`src/rtl/mmio_uart_tx.sv`:
```
// rtl/mmio_uart_tx.sv - memory-mapped 8N1 UART transmitter with TX FIFO
//
// Ports:
//   I_clk    clock, rising edge
//   I_rst    asynchronous active-low reset
//   I_addr   CPU data address; word offset is I_addr[3:2]
//   I_wen    store strobe, one cycle per store
//   I_wdata  store data
//   O_sel    address decode hit (combinational)
//   O_rdata  register read data (combinational), 0 when not selected
//   O_tx     serial output, idle high
//   O_irq    FIFO empty and transmitter idle (registered)
//
// Registers: 0 TXDATA (wo), 1 STATUS, 2 BAUDDIV, 3 reserved.
module mmio_uart_tx #(
    parameter logic [31:0] BASE_ADDR  = 32'h00010000,
    parameter int          FIFO_DEPTH = 8,
    parameter logic [15:0] DIV_RESET  = 16'd868
) (
    input  logic        I_clk,
    input  logic        I_rst,
    input  logic [31:0] I_addr,
    input  logic        I_wen,
    input  logic [31:0] I_wdata,
    output logic        O_sel,
    output logic [31:0] O_rdata,
    output logic        O_tx,
    output logic        O_irq
);

    localparam int AW = $clog2(FIFO_DEPTH);
    localparam int CW = AW + 1;

    localparam logic [1:0] S_IDLE  = 2'd0;
    localparam logic [1:0] S_START = 2'd1;
    localparam logic [1:0] S_DATA  = 2'd2;
    localparam logic [1:0] S_STOP  = 2'd3;

    logic [7:0]    r_mem [FIFO_DEPTH];
    logic [AW-1:0] r_wptr;
    logic [AW-1:0] r_rptr;
    logic [CW-1:0] r_count;
    logic          r_ovf;
    logic [15:0]   r_baud;

    logic [1:0]    r_state;
    logic [7:0]    r_shift;
    logic [15:0]   r_timer;
    logic [15:0]   r_div;
    logic [2:0]    r_bitidx;
    logic          r_tx;
    logic          r_irq;

    logic          w_sel;
    logic          w_we;
    logic [1:0]    w_off;
    logic          w_push_req;
    logic          w_push;
    logic          w_pop;
    logic          w_full;
    logic          w_empty;
    logic          w_tick;
    logic          w_busy;
    logic [CW-1:0] w_count_nxt;
    logic [1:0]    w_state_nxt;
    logic          w_unused;

    assign w_sel      = (I_addr[31:4] == BASE_ADDR[31:4]);
    assign w_off      = I_addr[3:2];
    assign w_we       = I_wen & w_sel;
    assign w_push_req = w_we & (w_off == 2'd0);
    assign w_full     = (r_count == CW'(FIFO_DEPTH));
    assign w_empty    = (r_count == '0);
    // Full is judged on pre-edge state, so a push while full is dropped even if a pop frees a slot.
    assign w_push     = w_push_req & ~w_full;
    assign w_tick     = (r_timer == 16'd0);
    assign w_busy     = (r_state != S_IDLE);
    // Pop from IDLE, or at the very end of a stop bit to chain frames with no idle gap.
    assign w_pop      = ~w_empty & ((r_state == S_IDLE) | ((r_state == S_STOP) & w_tick));
    assign w_count_nxt = r_count + CW'(w_push) - CW'(w_pop);
    assign w_unused   = ^{I_wdata[31:16], I_addr[1:0]};

    always_comb begin
        w_state_nxt = r_state;
        case (r_state)
            S_IDLE:  if (w_pop) w_state_nxt = S_START;
            S_START: if (w_tick) w_state_nxt = S_DATA;
            S_DATA:  if (w_tick && r_bitidx == 3'd7) w_state_nxt = S_STOP;
            S_STOP:  if (w_tick) w_state_nxt = w_pop ? S_START : S_IDLE;
            default: w_state_nxt = S_IDLE;
        endcase
    end

    always_ff @(posedge I_clk) begin
        if (w_push) r_mem[r_wptr] <= I_wdata[7:0];
    end

    always_ff @(posedge I_clk or negedge I_rst) begin
        if (!I_rst) begin
            r_wptr  <= '0;
            r_rptr  <= '0;
            r_count <= '0;
            r_ovf   <= 1'b0;
            r_baud  <= DIV_RESET;
        end else begin
            if (w_push) r_wptr <= r_wptr + 1'b1;
            if (w_pop)  r_rptr <= r_rptr + 1'b1;
            r_count <= w_count_nxt;
            if (w_push_req && w_full)
                r_ovf <= 1'b1;
            else if (w_we && w_off == 2'd1 && I_wdata[3])
                r_ovf <= 1'b0;
            if (w_we && w_off == 2'd2)
                r_baud <= (I_wdata[15:0] < 16'd2) ? 16'd2 : I_wdata[15:0];
        end
    end

    always_ff @(posedge I_clk or negedge I_rst) begin
        if (!I_rst) begin
            r_state  <= S_IDLE;
            r_shift  <= 8'd0;
            r_timer  <= 16'd0;
            r_div    <= 16'd2;
            r_bitidx <= 3'd0;
            r_tx     <= 1'b1;
            r_irq    <= 1'b1;
        end else begin
            r_state <= w_state_nxt;
            r_irq   <= (w_count_nxt == '0) && (w_state_nxt == S_IDLE);
            if (w_pop) begin
                // Divisor is captured per frame so BAUDDIV writes only affect the next frame.
                r_shift  <= r_mem[r_rptr];
                r_div    <= r_baud;
                r_timer  <= r_baud - 16'd1;
                r_bitidx <= 3'd0;
                r_tx     <= 1'b0;
            end else begin
                case (r_state)
                    S_START: begin
                        if (w_tick) begin
                            r_tx    <= r_shift[0];
                            r_timer <= r_div - 16'd1;
                        end else begin
                            r_timer <= r_timer - 16'd1;
                        end
                    end
                    S_DATA: begin
                        if (w_tick) begin
                            r_timer <= r_div - 16'd1;
                            if (r_bitidx == 3'd7) begin
                                r_tx <= 1'b1;
                            end else begin
                                r_shift  <= r_shift >> 1;
                                r_tx     <= r_shift[1];
                                r_bitidx <= r_bitidx + 3'd1;
                            end
                        end else begin
                            r_timer <= r_timer - 16'd1;
                        end
                    end
                    S_STOP: begin
                        if (!w_tick) r_timer <= r_timer - 16'd1;
                    end
                    default: ;
                endcase
            end
        end
    end

    always_comb begin
        O_rdata = 32'd0;
        if (w_sel) begin
            case (w_off)
                2'd1:    O_rdata = {23'd0, 5'(r_count), r_ovf, w_busy, w_empty, w_full};
                2'd2:    O_rdata = {16'd0, r_baud};
                default: O_rdata = 32'd0;
            endcase
        end
    end

    assign O_sel = w_sel;
    assign O_tx  = r_tx;
    assign O_irq = r_irq;

endmodule

```
`config.mk`:
```
export PLATFORM = sky130hd
export DESIGN_NAME = mmio_uart_tx
export DESIGN_NICKNAME = d
export VERILOG_FILES = /design/src/rtl/mmio_uart_tx.sv
export SDC_FILE = /design/constraint.sdc
export NUM_CORES = 1
export LEC_CHECK = 0
export BUFFER_PORTS_ARGS = -buffer_cell sky130_fd_sc_hd__buf_2
export CELL_PAD_IN_SITES_DETAIL_PLACEMENT = 1
export CELL_PAD_IN_SITES_GLOBAL_PLACEMENT = 1
export CORE_MARGIN = 5
export CORE_UTILIZATION = 50
export CTS_BUF_LIST = sky130_fd_sc_hd__clkbuf_4 sky130_fd_sc_hd__clkbuf_8
export DETAILED_ROUTE_END_ITERATION = 8
export PLACE_DENSITY_LB_ADDON = 0.2
export SYNTH_ARGS = -nofsm -noshare
export SYNTH_HDL_FRONTEND = slang
export SYNTH_SLANG_ARGS = --single-unit
export TNS_END_PERCENT = 10
```
`constraint.sdc`:
```
create_clock -name I_clk -period 10.5 [get_ports I_clk]
set_clock_uncertainty 0.05 [all_clocks]
set_input_delay 0.525 -clock I_clk [delete_from_list [all_inputs] [get_ports I_clk]]
set_output_delay 0.525 -clock I_clk [all_outputs]
set_load 0.02 [all_outputs]
```
-- Yosys cells after proc, flatten, opt, wreduce, memory -nomap -nowiden
Memory sizes are Yosys's and may differ from the RTL's.
Index checks and enable logic that the tools add are counted.
- latch bits: 0
- memories kept: 1
- output and inout port bits: 35
- memory bits (read-only): 0
- bits in writable memories: 64
- bits in registers: 74
- memory list (memory ; depth ; bits a word ; rd ports ; clocked after memory_dff ; wr ports ; line ; source):
    r_mem ; 8 ; 8 ; 1 ; 0 ; 1 ; 39 ; logic [7:0] r_mem [FIFO_DEPTH];
- reduce and logical (&&, ||, !) cells: 22
- div/mod/pow operators: 0
- $mul: 0
- equal/unequal tests: 12
- multiplexer cells: 30
- magnitude comparators: 1
- bitwise gates (word level): 8
- shift-type cells: 0
- add/subtract/negate cells: 8
- operators by type and width (kind ; count):
    $mux W16 ; 5
    $pmux W16 S2 ; 2
    $sub A16 B1 Y16 const B ; 3
    $mux W8 ; 4
    $eq A28 B13 Y1 const B ; 1
    $logic_not A16 Y1 ; 1
    $lt A16 B2 Y1 const B ; 1
    $mux W3 ; 4
    $add A3 B1 Y3 const B ; 3
    $mux W1 ; 9
    $ne A3 B3 Y1 const B ; 3
    $logic_not A4 Y1 ; 2
    $mux W2 ; 4
    $pmux W2 S4 ; 1
    $reduce_bool A2 Y1 ; 4
    $eq A2 B2 Y1 const B ; 3
    $logic_and A1 B1 Y1 ; 6
    $logic_not A2 Y1 ; 3
    $reduce_and A3 Y1 ; 2
    $reduce_bool A3 Y1 ; 2
    $and A1 B1 Y1 ; 5
    $add A4 B1 Y4 ; 1
    $eq A2 B1 Y1 const B ; 2
    $eq A4 B4 Y1 const B ; 1
    8 further kinds ; 9

-- Logic depth before layout (Yosys ltp)
Gate-level depths: netlist of the first run.
- depth in word-level cells: 9
- gate-level depth with buffers: 16
- depth with buffers taken out: 14

-- Worst setup path before layout of the first run
No wires, ideal clock.
- path type: reg-to-reg
- start point: register r_timer[5]
- end point: register r_irq, in the netlist O_irq
- clock period less this slack: 3527 ps
- stages on the path, launching flop included: 13
- library setup time: 82 ps
- arrival time: 3395 ps
- data required time: 10368 ps
- setup slack: 6973 ps
- path buffers: 2
- cells stage by stage: dfrtp_1 nor4_2 and4_1 buf_2 a21oi_4 inv_1 clkbuf_1 ha_1 inv_1 ha_1 fa_1 or4_1 nor3_1
- RTL lines (what ; line ; source):
    from (decl) ; 48 ; logic [15:0] r_timer;
    from (signal assigned) ; 134 ; r_timer <= r_baud - 16'd1;
    from (signal assigned) ; 142 ; r_timer <= r_div - 16'd1;
    from (signal assigned) ; 144 ; r_timer <= r_timer - 16'd1;
    $logic_not A16 Y1 ; 76 ; assign w_tick = (r_timer == 16'd0);
    $and A1 B1 Y1 ; 79 ; assign w_pop = ~w_empty & ((r_state == S_IDLE) | ((r_state == S_STOP) & w_tick));
    $or A1 B1 Y1 ; 79 ;
    $and A1 B1 Y1 ; 79 ;
    named net w_pop ; 59 ; logic w_pop;
    $sub A4 B1 Y4 ; 80 ; assign w_count_nxt = r_count + CW'(w_push) - CW'(w_pop);
    named net w_count_nxt[1] ; 64 ; logic [CW-1:0] w_count_nxt;
    $logic_not A4 Y1 ; 129 ; r_irq <= (w_count_nxt == '0) && (w_state_nxt == S_IDLE);
    $logic_and A1 B1 Y1 ; 129 ;
    to (signal assigned) ; 129 ;
    to (decl) ; 52 ; logic r_irq;
The timed path passes the listed nets, and every way through them passes these cells.
A chain may end at the register's enable or synchronous reset.

-- Worst setup path in the final report of the first run
- start point: register r_count[2]
- end point: register r_irq, in the netlist O_irq
- RTL lines (what ; line ; source):
    from (decl) ; 42 ; logic [CW-1:0] r_count;
    from (signal assigned) ; 108 ; r_count <= w_count_nxt;
    $eq A4 B4 Y1 ; 72 ; assign w_full = (r_count == CW'(FIFO_DEPTH));
    $not A1 Y1 ; 75 ; assign w_push = w_push_req & ~w_full;
    $and A1 B1 Y1 ; 75 ;
    $add A4 B1 Y4 ; 80 ;
    $sub A4 B1 Y4 (*) ; 80 ;
    named net w_count_nxt[2] ; 64 ;
    $logic_not A4 Y1 (*) ; 129 ;
    $logic_and A1 B1 Y1 (*) ; 129 ;
The timed path passes the listed nets; every way through them passes the cells marked *.

==> flow_metrics.env, run 1 <==
export IMPL_run_status="finished, final reports clean"
export IMPL_r2r_setup_slack_ps=5660
export IMPL_wl_per_cell_um=20.5
export IMPL_post_cts_resized_instances=0
export IMPL_path_clk_slew_ps=90
export IMPL_drtIter0Drc=324
export IMPL_design_core_area_sq_um=14400
export IMPL_critPathKind="reg -> reg"
export IMPL_crit_reg2reg_capture="O_irq"
export IMPL_tritoncts="built"
export IMPL_die_area_sq_um=17100
export IMPL_critPathLaunch="r_count[2]"
export IMPL_number_of_cells_in_the_finished_layout_apart_from_fillers=897
export IMPL_setup_total_negative_slack_ps=0
export IMPL_post_dp_cell_area_sq_um=7700
export IMPL_first_global_vias=5529
export IMPL_synth_top_cells_by_area="sky130_fd_sc_hd__edfxtp_1 (26%), sky130_fd_sc_hd__dfrtp_1 (23%), sky130_fd_sc_hd__mux4_2 (5.0%)"
export IMPL_initial_utilization=0.504
export IMPL_cts_max_path_buffers=2
export IMPL_io_buffers=67
export IMPL_drive_above_1_share=0.236
export IMPL_vdd_drop_max_mv=0.101
export IMPL_hold_viol=0
export IMPL_p_leak_nw=3.57
export IMPL_clock_tree_htree_level_count=4
export IMPL_timing_critical_path_fanout_max=40
export IMPL_synth_yosys_seq_area_share=0.520
export IMPL_drv_slew=0
export IMPL_cts_root_buffer_cell="sky130_fd_sc_hd__clkbuf_8"
export IMPL_tightest_slew_ps=1350
export IMPL_grt_pass1_wl_um=29900
export IMPL_post_synth_num_cell_types=68
export IMPL_synth_avg_cell_area_sq_um=11.5
export IMPL_synthDominantAreaCellType="sky130_fd_sc_hd__edfxtp_1"
export IMPL_boundaryPins=102
export IMPL_dp_hpwl_um=13600
export IMPL_drc_errors=0
export IMPL_critPathRequiredTime_ps=10820
export IMPL_cts_setup_buffers=0
export IMPL_synth_top_cell_area_share=0.264
export IMPL_most_common_flop_cell_mapped_by_yosys="sky130_fd_sc_hd__dfrtp_1"
export IMPL_tritoncts_num_buffers=17
export IMPL_placement_rows=44
export IMPL_grt_antenna_before_repair=0
export IMPL_share_of_the_cycle_needed_by_the_critical_path_after_routing=0.461
export IMPL_detailedRoute_firstPassIterationCount=5
export IMPL_vias_per_cell=5.77
export IMPL_gr_total_overflow=0
export IMPL_number_of_flops_mapped_to_enable_cells_by_yosys=64
export IMPL_worstSkewPairLatency_ps=450
export IMPL_fp_dieW_um=131
export IMPL_nets=790
export IMPL_post_route_min_period_ps=4840
export IMPL_dp_cells=865
export IMPL_finalSetupViolCount=0
export IMPL_floorplan_die_height_um=131
export IMPL_cellPowerDensity_nw_per_um2=134
export IMPL_r2r_cells=15
export IMPL_worstHoldPathType="in -> async"
export IMPL_postSynth_asyncResetShare=0.536
export IMPL_fin_total_pwr_mw=1.08
export IMPL_yosys_register_bits=138
export IMPL_worst_setup_path_endpoint="O_irq"
export IMPL_crit_reg2reg_launch="r_count[2]"
export IMPL_area_growth_syn_to_layout_pct=10.9
export IMPL_critical_path_endpoint_type="flop"
export IMPL_mostFrequentLayoutCell="sky130_fd_sc_hd__nand2_1"
export IMPL_max_cap_viol_count=0
export IMPL_critical_path_source_type="flop"
export IMPL_timing_fmax_ghz=0.207
export IMPL_worst_endpoint_arrival_ps=5160
export IMPL_diodes=0
export IMPL_grt_util_all_layers=0.232
export IMPL_vias=5180
export IMPL_clock_sinks=138
export IMPL_place_congestion=0.882
export IMPL_maximum_number_of_pins_on_one_net_before_global_route_repair=75
export IMPL_syn_cell_area_sq_um=7280
export IMPL_setup_repair_after_global_routing_missed_its_margin="false"
export IMPL_ant_nets=0
export IMPL_ctsHoldBuffers=0
export IMPL_postRouteWirelength_um=18400
export IMPL_fin_area_sq_um=8070
export IMPL_relSlewSlack=0.101
export IMPL_layout_cells_most_common_list="sky130_fd_sc_hd__nand2_1 (76), sky130_fd_sc_hd__buf_2 (66), sky130_fd_sc_hd__dfrtp_1 (66)"
export IMPL_synthesis_instances=634
export IMPL_synth_warnings=0
-- logic make-up after synthesis --
family | after synthesis | share of synthesized area
and+or+nand+nor | 228 | 0.162
xor gates and xnor gates | 43 | 0.0518
AOI/OAI and AO/OA | 83 | 0.0748
adders and majority gates | 23 | 0.0406
DFF | 138 | 0.520
buffers and inverters | 67 | 0.0499
muxes | 51 | 0.100
other | 1 | 0.000515
-- layer usage --
| layer | GRT usage | wire, um |
|---|---|---|
| met2 | 0.386 | 9110 |
| met5 | 0 | 0 |
| met3 | 0.0390 | 772 |
| met4 | 0.0750 | 308 |
| met1 | 0.311 | 8200 |
-- critical path: stages, from the launching register on --
cell,delay [ps]
sky130_fd_sc_hd__dfrtp_1,380
sky130_fd_sc_hd__inv_1,110
sky130_fd_sc_hd__ha_1,150
sky130_fd_sc_hd__nor3b_1,770
sky130_fd_sc_hd__nor2_1,340
sky130_fd_sc_hd__a21oi_4,190
sky130_fd_sc_hd__buf_4,420
sky130_fd_sc_hd__inv_1,80
sky130_fd_sc_hd__buf_4,290
sky130_fd_sc_hd__ha_1,340
sky130_fd_sc_hd__inv_1,40
sky130_fd_sc_hd__ha_1,200
sky130_fd_sc_hd__fa_1,400
sky130_fd_sc_hd__xor2_1,190
sky130_fd_sc_hd__or4_1,600
sky130_fd_sc_hd__nor3_1,200
-- flip-flops by register name, indices dropped and copies added (netlist names), 2 cells and up --
signal / count
r_baud: 16
r_bitidx: 3
r_count: 4
r_div: 16
r_mem: 64
r_rptr: 3
r_shift: 8
r_state: 2
r_timer: 16
r_wptr: 3
-- area by class of cell --
cell class,count,area (sq um)
tap,184,230
clock inverter,15,133
multi-input combinational,444,3190
sequential,138,3780
timing repair buffer,78,420
clock buffer,17,234
fill,1581,6360
inverter,21,78.8
-- how the worst min path moves through the flow --
| stage | slack [ps] | cells after the start | to |
|---|---|---|---|
| 2_1_floorplan | 180 | 0 | r_baud[0] |
| 3_3_place_gp | 420 | 2 | r_div[15] |
| 3_5_place_dp | 430 | 2 | r_div[15] |
| 4_1_cts | 190 | 1 | r_timer[13] |
| 5_1_grt | 230 | 1 | r_state[1] |
| 6_report | 160 | 1 | r_state[0] |
-- where the power goes --
| group | total, mW | switching (mW) | internal, mW |
|---|---|---|---|
| clock network | 0.403 | 0.232 | 0.171 |
| registers | 0.589 | 0.0150 | 0.574 |
| logic | 0.0879 | 0.0494 | 0.0385 |
-- stage by stage --
stage / worst slack, ps / hold WS, ps / util
floorplan: 6970 / 179 / -
global placement: 5790 / 424 / 0.534
detailed placement: 5740 / 435 / 0.534
CTS: 5710 / 194 / 0.559
global route: 5440 / 226 / 0.559
finish: 5660 / 163 / 0.559
-- cells in the mapped netlist, types with 9 or more instances --
library cell / instances
sky130_fd_sc_hd__nand2_1: 76
sky130_fd_sc_hd__dfrtp_1: 66
sky130_fd_sc_hd__edfxtp_1: 64
sky130_fd_sc_hd__nor2_1: 46
sky130_fd_sc_hd__xnor2_1: 24
sky130_fd_sc_hd__ha_1: 22
sky130_fd_sc_hd__inv_1: 21
sky130_fd_sc_hd__mux2i_1: 20
sky130_fd_sc_hd__o21ai_0: 19
sky130_fd_sc_hd__xor2_1: 19
sky130_fd_sc_hd__nor4_1: 18
sky130_fd_sc_hd__nor3_1: 17
sky130_fd_sc_hd__a21oi_1: 16
sky130_fd_sc_hd__buf_4: 16
sky130_fd_sc_hd__clkbuf_1: 16
sky130_fd_sc_hd__mux4_2: 16
sky130_fd_sc_hd__mux2_2: 15
sky130_fd_sc_hd__a22oi_1: 11
sky130_fd_sc_hd__and3_1: 9
No activity file was read; power rests on OpenSTA's default activity.
==> run 2: changes to the inputs <==
--- a/config.mk
+++ b/config.mk
@@ -5,11 +5,12 @@
 export SDC_FILE = /design/constraint.sdc
 export NUM_CORES = 1
 export LEC_CHECK = 0
+export ABC_AREA = 1
 export BUFFER_PORTS_ARGS = -buffer_cell sky130_fd_sc_hd__buf_2
 export CELL_PAD_IN_SITES_DETAIL_PLACEMENT = 1
 export CELL_PAD_IN_SITES_GLOBAL_PLACEMENT = 1
 export CORE_MARGIN = 5
-export CORE_UTILIZATION = 50
+export CORE_UTILIZATION = 40
 export CTS_BUF_LIST = sky130_fd_sc_hd__clkbuf_4 sky130_fd_sc_hd__clkbuf_8
 export DETAILED_ROUTE_END_ITERATION = 8
 export PLACE_DENSITY_LB_ADDON = 0.2
==> constraint.sdc (replaced) <==
create_clock -name I_clk -period 3.89 [get_ports I_clk]
set_clock_uncertainty 0.05 [all_clocks]
set_input_delay 0.1945 -clock I_clk [delete_from_list [all_inputs] [get_ports I_clk]]
set_output_delay 0.1945 -clock I_clk [all_outputs]
set_load 0.02 [all_outputs]
==> flow_metrics.env, run 2 <==
export IMPL_critical_path_source_type="flop"
export IMPL_area_growth_syn_to_layout_pct=14.1
export IMPL_post_route_min_period_ps=2990
export IMPL_final_core_util=0.460
export IMPL_post_dp_cell_area_sq_um=8330
export IMPL_synth_avg_cell_area_sq_um=8.04
export IMPL_post_synth_num_cell_types=41
export IMPL_postRouteWirelength_um=21900
export IMPL_area_taken_by_flip_flops_and_latches_sq_um=3780
export IMPL_worstHoldPathType="in -> reg"
export IMPL_drtIter0Drc=318
export IMPL_grt_util_all_layers=0.207
export IMPL_cellPowerDensity_nw_per_um2=317
export IMPL_nets=1141
export IMPL_run_status="finished, final reports clean"
export IMPL_syn_cell_area_sq_um=7790
export IMPL_boundaryPins=102
export IMPL_setup_total_negative_slack_ps=0
export IMPL_synthMostInstantiatedCell="sky130_fd_sc_hd__nand2_1"
export IMPL_critPathRequiredTime_ps=4190
export IMPL_multiInputGateArea_sq_um=3460
export IMPL_worst_setup_path_endpoint="r_shift[2]"
export IMPL_ctsHoldBuffers=16
export IMPL_worst_endpoint_arrival_ps=3290
export IMPL_dp_hpwl_um=16500
export IMPL_floorplan_die_height_um=150
export IMPL_timing_fmax_ghz=0.334
export IMPL_grt_pass1_wl_um=36200
export IMPL_maximum_number_of_pins_on_one_net_before_global_route_repair=62
export IMPL_tightest_slew_ps=928
export IMPL_number_of_fill_cells=2389
export IMPL_post_cts_resized_instances=0
export IMPL_max_cap_viol_count=0
export IMPL_initial_utilization=0.403
export IMPL_cts_root_buffer_cell="sky130_fd_sc_hd__clkbuf_8"
export IMPL_drc_errors=0
export IMPL_fp_dieW_um=150
export IMPL_most_common_flop_cell_mapped_by_yosys="sky130_fd_sc_hd__dfrtp_1"
export IMPL_synth_yosys_seq_area_share=0.486
export IMPL_tritoncts="built"
export IMPL_place_congestion=0.801
export IMPL_synthDominantAreaCellType="sky130_fd_sc_hd__edfxtp_1"
export IMPL_worstSkewPairLatency_ps=470
export IMPL_path_clk_slew_ps=90
export IMPL_postSynth_asyncResetShare=0.536
export IMPL_synth_top_cells_by_area="sky130_fd_sc_hd__edfxtp_1 (25%), sky130_fd_sc_hd__dfrtp_1 (21%), sky130_fd_sc_hd__nand2_1 (12%)"
export IMPL_drive_above_1_share=0.131
export IMPL_crit_reg2reg_launch="r_timer[0]"
export IMPL_r2r_cells=14
export IMPL_die_area_sq_um=22400
export IMPL_share_of_the_cycle_needed_by_the_critical_path_after_routing=0.769
export IMPL_p_leak_nw=3.96
export IMPL_gr_total_overflow=0
export IMPL_design_core_area_sq_um=19300
export IMPL_regMostFlops="r_mem"
export IMPL_clock_sinks=138
export IMPL_synthesis_instances=969
export IMPL_vdd_drop_max_mv=0.192
export IMPL_setup_repair_after_global_routing_missed_its_margin="false"
export IMPL_synth_top_cell_area_share=0.247
export IMPL_timing_critical_path_fanout_max=61
export IMPL_critical_path_endpoint_type="flop"
export IMPL_fin_area_sq_um=8890
export IMPL_synth_warnings=0
export IMPL_cts_max_path_buffers=2
export IMPL_largest_register_ff_count=64
export IMPL_diodes=0
export IMPL_clock_tree_htree_level_count=4
export IMPL_wl_per_cell_um=16.5
export IMPL_detailedRoute_firstPassIterationCount=5
export IMPL_critPathKind="reg -> reg"
export IMPL_ant_nets=0
export IMPL_tritoncts_num_buffers=17
export IMPL_number_of_flops_mapped_to_enable_cells_by_yosys=64
export IMPL_layout_cells_most_common_list="sky130_fd_sc_hd__nand2_1 (254), sky130_fd_sc_hd__nor2_1 (139), sky130_fd_sc_hd__nand3_1 (105)"
export IMPL_hold_viol=0
export IMPL_critPathLaunch="r_timer[0]"
export IMPL_vias=6743
export IMPL_first_global_vias=6918
export IMPL_synth_commonest_cells="sky130_fd_sc_hd__nand2_1 (254), sky130_fd_sc_hd__nor2_1 (139), sky130_fd_sc_hd__nand3_1 (105), sky130_fd_sc_hd__inv_1 (86), sky130_fd_sc_hd__o21ai_0 (72)"
export IMPL_crit_reg2reg_capture="r_shift[2]"
export IMPL_vias_per_cell=5.07
export IMPL_yosys_register_bits=138
export IMPL_placement_rows=51
export IMPL_cts_setup_buffers=0
export IMPL_fin_total_pwr_mw=2.81
export IMPL_grt_antenna_before_repair=0
export IMPL_mostFrequentLayoutCell="sky130_fd_sc_hd__nand2_1"
export IMPL_relSlewSlack=0.381
export IMPL_io_buffers=67
export IMPL_finalSetupViolCount=0
export IMPL_r2r_setup_slack_ps=900
export IMPL_drv_slew=0
-- run 2: worst min-delay path by stage --
stage	from	slack, ps	depth (start not counted)	end
3_5_place_dp	I_rst	210	1	r_rptr[1]
3_3_place_gp	I_rst	200	1	r_rptr[1]
4_1_cts	I_wdata[3]	30	1	r_mem[4][3]
5_1_grt	I_wdata[3]	30	1	r_mem[2][3]
2_1_floorplan	I_rst	-150	0	r_baud[0]
6_report	I_wdata[4]	40	1	r_mem[2][4]
-- run 2: layout make-up --
| class | instances | share of cell area |
|---|---|---|
| Timing Repair Buffer | 95 | 0.0662 |
| Clock buffer | 17 | 0.0263 |
| Sequential cell | 138 | 0.426 |
| Multi-Input combinational cell | 711 | 0.389 |
| Tap cell | 265 | 0.0373 |
| Inverter | 88 | 0.0372 |
| Clock inverter | 15 | 0.0186 |
-- run 2: power breakdown --
part           leakage (nW)  internal, mW  switching, mW  total, mW
sequential             1.40          1.53     0.00000118       1.53
clock                 0.202         0.491          0.694       1.18
combinational          2.37        0.0346         0.0682      0.103
-- run 2: layer usage --
layer / part of all wire / global-route usage / vias to the layer above
met5: 0 / 0 / -
met2: 0.47 / 0.342 / 133
li1: - / - / 3296
met4: 0.018 / 0.0641 / 0
met1: 0.47 / 0.279 / 3290
met3: 0.038 / 0.0345 / 24
-- run 2: stage by stage --
stage / hold slack (ps) / instances / setup slack [ps]
2_1_floorplan: -151 / 984 / 1010
3_3_place_gp: 197 / 1281 / 833
3_5_place_dp: 213 / 1281 / 781
4_1_cts: 26.8 / 1329 / 892
5_1_grt: 31.2 / 1329 / 626
6_report: 39.5 / 1329 / 898
-- run 2: critical path, cell delays in order (launching register included) --
cell and delay, ps:
sky130_fd_sc_hd__dfrtp_1 400, sky130_fd_sc_hd__inv_1 110, sky130_fd_sc_hd__ha_1 150, sky130_fd_sc_hd__inv_1 40
sky130_fd_sc_hd__nor2_1 120, sky130_fd_sc_hd__nand2_1 100, sky130_fd_sc_hd__nor2_4 180, sky130_fd_sc_hd__nand3_2 110
sky130_fd_sc_hd__nand2_4 80, sky130_fd_sc_hd__buf_4 510, sky130_fd_sc_hd__inv_2 410, sky130_fd_sc_hd__nand2_1 270
sky130_fd_sc_hd__inv_1 140, sky130_fd_sc_hd__nand2_1 90, sky130_fd_sc_hd__nand3_1 70
-- run 2: logic make-up after synthesis --
group                      after synthesis  share of synthesized area
adders and majority gates               23                     0.0379
buffers and inverters                  135                     0.0779
DFF                                    138                      0.486
AOI/OAI and AO/OA                      113                     0.0822
other                                    1                   0.000481
xor gates and xnor gates                25                     0.0281
and+or+nand+nor                        534                      0.288
